--- config.mk ---
export PLATFORM = sky130hd
export DESIGN_NAME = seq_onehot_decoder
export DESIGN_NICKNAME = d
export VERILOG_FILES = /design/src/rtl/seq_decoder_pkg.sv /design/src/rtl/onehot_decoder.sv /design/src/rtl/seq_onehot_decoder.sv
export SDC_FILE = /design/constraint.sdc
export NUM_CORES = 1
export LEC_CHECK = 0
export BUFFER_PORTS_ARGS = -buffer_cell sky130_fd_sc_hd__buf_2
export CORE_MARGIN = 2
export CORE_UTILIZATION = 45
export CTS_CLUSTER_DIAMETER = 80
export DETAILED_ROUTE_END_ITERATION = 12
export GPL_TIMING_DRIVEN = 0
export PLACE_DENSITY = 0.72
export SETUP_SLACK_MARGIN = 0.5
export SYNTH_ARGS = -nofsm -noshare
export SYNTH_HDL_FRONTEND = slang
export SYNTH_SLANG_ARGS = --single-unit
--- constraint.sdc ---
create_clock -name clk -period 2.1 [get_ports clk]
set_clock_uncertainty 0.15 [all_clocks]
set_input_delay 0 -clock clk [delete_from_list [all_inputs] [get_ports clk]]
set_output_delay 0 -clock clk [all_outputs]
set_load 0.005 [all_outputs]
--- src/rtl/seq_decoder_pkg.sv ---
// Shared mode and state encodings for the one-hot select generator.
package seq_decoder_pkg;

    typedef enum logic [1:0] {
        DECODE_PULSE = 2'b00,
        DECODE_LATCH = 2'b01,
        SCAN_ONCE    = 2'b10,
        SCAN_LOOP    = 2'b11
    } dec_mode_e;

    typedef enum logic [1:0] {
        IDLE  = 2'b00,
        PULSE = 2'b01,
        LATCH = 2'b10,
        SCAN  = 2'b11
    } dec_state_e;

endpackage

--- src/rtl/onehot_decoder.sv ---
// Combinational index-to-one-hot decode; indices at or above NUM_OUT decode to all-zero.
module onehot_decoder #(
    parameter int ADDR_W  = 3,
    parameter int NUM_OUT = 8
) (
    input  logic [ADDR_W-1:0]  idx_i,
    output logic [NUM_OUT-1:0] onehot_o,
    output logic               in_range_o
);

    always_comb begin
        onehot_o = '0;
        for (int i = 0; i < NUM_OUT; i++) begin
            onehot_o[i] = (32'(idx_i) == i);
        end
    end

    assign in_range_o = (32'(idx_i) < NUM_OUT);

endmodule

--- src/rtl/seq_onehot_decoder.sv ---
// Registered address-to-one-hot select generator with pulse, latch and walking-one scan modes.
module seq_onehot_decoder
    import seq_decoder_pkg::*;
#(
    parameter int ADDR_W    = 3,
    parameter int NUM_OUT   = 8,
    parameter int PULSE_LEN = 1
) (
    input  logic               clk,
    input  logic               rst_n,
    input  logic [1:0]         mode,
    input  logic               req_valid,
    output logic               req_ready,
    input  logic [ADDR_W-1:0]  req_addr,
    input  logic               abort,
    output logic [NUM_OUT-1:0] out,
    output logic [ADDR_W-1:0]  cur_idx,
    output logic               done,
    output logic               err
);

    localparam int                SLOT_W     = $clog2(PULSE_LEN + 1);
    localparam logic [SLOT_W-1:0] SLOT_FIRST = SLOT_W'(1);
    localparam logic [SLOT_W-1:0] SLOT_LAST  = SLOT_W'(PULSE_LEN);
    localparam logic [ADDR_W-1:0] IDX_ONE    = ADDR_W'(1);
    localparam logic [ADDR_W-1:0] IDX_LAST   = ADDR_W'(NUM_OUT - 1);

    dec_state_e         state_q, state_d;
    logic [SLOT_W-1:0]  slot_q, slot_d;
    logic [ADDR_W-1:0]  idx_q, idx_d;
    logic [NUM_OUT-1:0] out_q, out_d;
    logic               loop_q, loop_d;
    logic               done_q, done_d;
    logic               err_q, err_d;

    logic               accept;
    logic               scan_req;
    dec_mode_e          mode_e;
    logic [ADDR_W-1:0]  sel_idx;
    logic [NUM_OUT-1:0] sel_onehot;
    logic               sel_in_range;

    assign req_ready = ((state_q == IDLE) || (state_q == LATCH)) && !abort;
    assign accept    = req_valid && req_ready;
    assign mode_e    = dec_mode_e'(mode);
    assign scan_req  = (mode_e == SCAN_ONCE) || (mode_e == SCAN_LOOP);

    // One decoder serves both the captured address and the next scan index.
    always_comb begin
        if (accept) begin
            sel_idx = scan_req ? '0 : req_addr;
        end else if (idx_q == IDX_LAST) begin
            sel_idx = '0;
        end else begin
            sel_idx = idx_q + IDX_ONE;
        end
    end

    onehot_decoder #(
        .ADDR_W  (ADDR_W),
        .NUM_OUT (NUM_OUT)
    ) u_dec (
        .idx_i      (sel_idx),
        .onehot_o   (sel_onehot),
        .in_range_o (sel_in_range)
    );

    always_comb begin
        state_d = state_q;
        slot_d  = slot_q;
        idx_d   = idx_q;
        out_d   = out_q;
        loop_d  = loop_q;
        done_d  = 1'b0;
        err_d   = 1'b0;

        if (abort) begin
            state_d = IDLE;
            slot_d  = '0;
            idx_d   = '0;
            out_d   = '0;
            loop_d  = 1'b0;
        end else if (accept) begin
            slot_d = SLOT_FIRST;
            idx_d  = sel_idx;
            out_d  = sel_onehot;
            loop_d = (mode_e == SCAN_LOOP);
            if (scan_req) begin
                state_d = SCAN;
            end else if (!sel_in_range) begin
                state_d = IDLE;
                slot_d  = '0;
                idx_d   = '0;
                out_d   = '0;
                err_d   = 1'b1;
            end else if (mode_e == DECODE_PULSE) begin
                state_d = PULSE;
                done_d  = (SLOT_FIRST == SLOT_LAST);
            end else begin
                state_d = LATCH;
                done_d  = 1'b1;
            end
        end else begin
            case (state_q)
                PULSE: begin
                    if (slot_q == SLOT_LAST) begin
                        state_d = IDLE;
                        slot_d  = '0;
                        idx_d   = '0;
                        out_d   = '0;
                    end else begin
                        slot_d = slot_q + SLOT_FIRST;
                        done_d = ((slot_q + SLOT_FIRST) == SLOT_LAST);
                    end
                end
                SCAN: begin
                    if (slot_q != SLOT_LAST) begin
                        slot_d = slot_q + SLOT_FIRST;
                        done_d = ((slot_q + SLOT_FIRST) == SLOT_LAST) && (idx_q == IDX_LAST);
                    end else if ((idx_q == IDX_LAST) && !loop_q) begin
                        state_d = IDLE;
                        slot_d  = '0;
                        idx_d   = '0;
                        out_d   = '0;
                        loop_d  = 1'b0;
                    end else begin
                        slot_d = SLOT_FIRST;
                        idx_d  = sel_idx;
                        out_d  = sel_onehot;
                        done_d = (SLOT_FIRST == SLOT_LAST) && (sel_idx == IDX_LAST);
                    end
                end
                default: ;
            endcase
        end
    end

    always_ff @(posedge clk or negedge rst_n) begin
        if (!rst_n) begin
            state_q <= IDLE;
            slot_q  <= '0;
            idx_q   <= '0;
            out_q   <= '0;
            loop_q  <= 1'b0;
            done_q  <= 1'b0;
            err_q   <= 1'b0;
        end else begin
            state_q <= state_d;
            slot_q  <= slot_d;
            idx_q   <= idx_d;
            out_q   <= out_d;
            loop_q  <= loop_d;
            done_q  <= done_d;
            err_q   <= err_d;
        end
    end

    assign out     = out_q;
    assign cur_idx = idx_q;
    assign done    = done_q;
    assign err     = err_q;

endmodule

==> impl_metrics.env <==
export IMPL_r2r_end="done"
export IMPL_rsz0062_at_grt="true"
export IMPL_status="finished with violations"
export IMPL_powerDensity_mw_per_mm2=591
export IMPL_grt_pass1_wl_mm=3.37
export IMPL_dp_hpwl_mm=1.32
export IMPL_period_share_pct=81.8
export IMPL_violations="negative hold slack"
export IMPL_rr_startpoint="cur_idx[0]"
export IMPL_p_leak_nw=0.607
export IMPL_crit_type="flip-flop to flip-flop"
export IMPL_htreeDepth=1
export IMPL_die_h_um=47.1
export IMPL_period_needed_ns=1.72
export IMPL_dr_total_vias=792
export IMPL_setup_tns_ns=0
export IMPL_synth_warnings=0
export IMPL_synthToLayoutAreaGrowth_pct=53.8
export IMPL_setup_worst_path_end="done"
export IMPL_cts_tree="yes"
export IMPL_wl_per_cell_um=15.3
export IMPL_final_common_cell="buf_2"
export IMPL_drc=0
export IMPL_die_area_mm2=0.00222
export IMPL_finalHoldViolations=4
export IMPL_critPathRequiredTime_ns=2.14
export IMPL_worstPathMaxFanout=2
export IMPL_min_path_type="primary input to async pin"
export IMPL_first_pass_iters=4
export IMPL_critical_path_arrival_ns=1.76
export IMPL_nFillCells=128
export IMPL_final_nets=131
export IMPL_finalPower_w=0.000758
export IMPL_whs_ns=-0.00245
export IMPL_ys_ff_latch=16
export IMPL_drtAntennaViolNets=0
export IMPL_start_util_pct=48.3
export IMPL_ir_drop_v=0.000594
export IMPL_r2r_slack_ns=0.38
export IMPL_syn_area_per_cell_um2=10.4
export IMPL_worst_setup_path_start_kind="flip-flop"
export IMPL_final_seq_area_um2=400
export IMPL_cts_buffers=3
export IMPL_totalWireLength_mm=2.21
export IMPL_io_pins=23
export IMPL_timing_fmax_ghz=0.582
export IMPL_fp_row_count=15
export IMPL_cap_violations=0
export IMPL_track_usage_pct=21.8
export IMPL_setup_viol=0
export IMPL_crit_path_end_kind="flip-flop"
export IMPL_gp_congestion=0.810
export IMPL_overflow=0
export IMPL_drive_above_1_share_pct=45.4
export IMPL_core_mm2=0.00173
export IMPL_vias_per_cell=5.50
export IMPL_drt_iter0_drc=10
export IMPL_grt_pass1_vias=714
export IMPL_multi_input_area_um2=510
export IMPL_synthCells=80
export IMPL_worstSkewPairLatency_ns=0.28
export IMPL_seq_area_frac_synth_pct=48.0
export IMPL_die_width_um=47.1
export IMPL_root_buffer="clkbuf_4"
export IMPL_synth_fp_nets=91
export IMPL_r2r_cells=5
export IMPL_numPortBuffers=20
export IMPL_cts_buffer_depth=2
export IMPL_clk_pin_slew_worst_paths_ns=0.10
export IMPL_clkSinkCount=16
export IMPL_maxSlewViolCount=0
export IMPL_diodes=0
export IMPL_setup_worst_path_start="cur_idx[0]"
export IMPL_layout_common_cells="21 x buf_2, 16 x dfrtp_1, 7 x dlygate4sd3_1, 6 x buf_4, 5 x nand2_1"
export IMPL_synth_cell_type_count=29
export IMPL_syn_area_um2=835
export IMPL_grt_max_degree=17
export IMPL_antenna_found_initial=0
-- state kept, by name (all words and copies together) (netlist names) --
register  count
slot_q        1
state_q       2
cur_idx       3
out           8
done          1
loop_q        1
-- cell type report --
type                       instances  area share [%]
timing repair buffer              35            20.8
multi-input combinational         57            39.8
tap                               25            2.44
buffer                             4            2.14
inverter                           3           0.877
clock buffer                       4            2.83
sequential                        16            31.2
-- worst max-delay path, cell delays in order (launching register included) --
cell     delay (ns)
dfrtp_1        0.41
ha_2           0.20
ha_4           0.27
nand2_2        0.05
o41a_1         0.33
o32ai_2        0.22
-- synth_stat cells, drive strengths merged --
cell,n,area (µm²)
a211oi,1,7.51
a21bo,1,10.0
nand2b,4,25.0
a31oi,2,12.5
a32o,4,40.0
nand3,2,10.0
conb,1,3.75
a21o,1,7.51
o41a,1,11.3
o31ai,1,7.51
nor4bb,1,10.0
a22o,4,35.0
buf,4,22.5
and3b,2,17.5
nor2,6,22.5
nor2b,4,32.5
mux2i,2,20.0
nand3b,1,7.51
a21oi,3,15.0
dfrtp,16,400
inv,3,11.3
nor3b,1,18.8
nand2,6,22.5
ha,2,25.0
o32ai,1,8.76
o21ai,4,20.0
nor3,2,10.0
-- per-stage QoR --
stage	instances	utilization, %	area (µm²)	setup slack [ns]
global route	144	74.3	1280	0.328
CTS	142	72.2	1250	0.425
finish	144	74.3	1280	0.381
floorplan	80	-	873	0.432
detailed placement	125	58.2	1000	0.250
global placement	125	58.2	1000	0.293
-- timing repair --
action,CTS,global route
setup endpoints to repair,12,13
pin swaps,6,10
resized for setup,14,8
endpoints found under the hold margin,23,0
buffers inserted,6,2
hold buffers,7,0
-- kinds of logic (layout without fill, tap and decap cells) --
kind of cell,Yosys count,in the layout,share of synthesized area [%]
compound gates,23,23,21.0
fa+ha+maj,2,2,3.00
buf+inv,7,46,4.05
flops,16,16,48.0
mux,2,2,2.40
other cells,1,1,0.449
simple gates,29,29,21.1
-- power by group --
group / switching (W) / internal, W
clock: 0.0000977 / 0.000105
combinational: 0.000103 / 0.000109
sequential: 0.0000175 / 0.000326
total: 0.000219 / 0.000540
-- layer usage --
metal,vias up,GRT usage (%),routed length [µm]
met2,23,36.4,1120
li1,373,-,-
met1,392,30.1,960
met4,0,5.00,34
met5,-,0,0
met3,4,2.69,89
-- how the worst min path moves through the flow --
stage / start / endpoint / depth (start not counted)
6_report: rst_n / state_q[1] / 2
3_3_place_gp: rst_n / state_q[1] / 1
4_1_cts: rst_n / state_q[1] / 2
5_1_grt: rst_n / state_q[1] / 2
3_5_place_dp: rst_n / state_q[1] / 1
2_1_floorplan: rst_n / cur_idx[0] / 0
(Power assumes the default switching activity.)
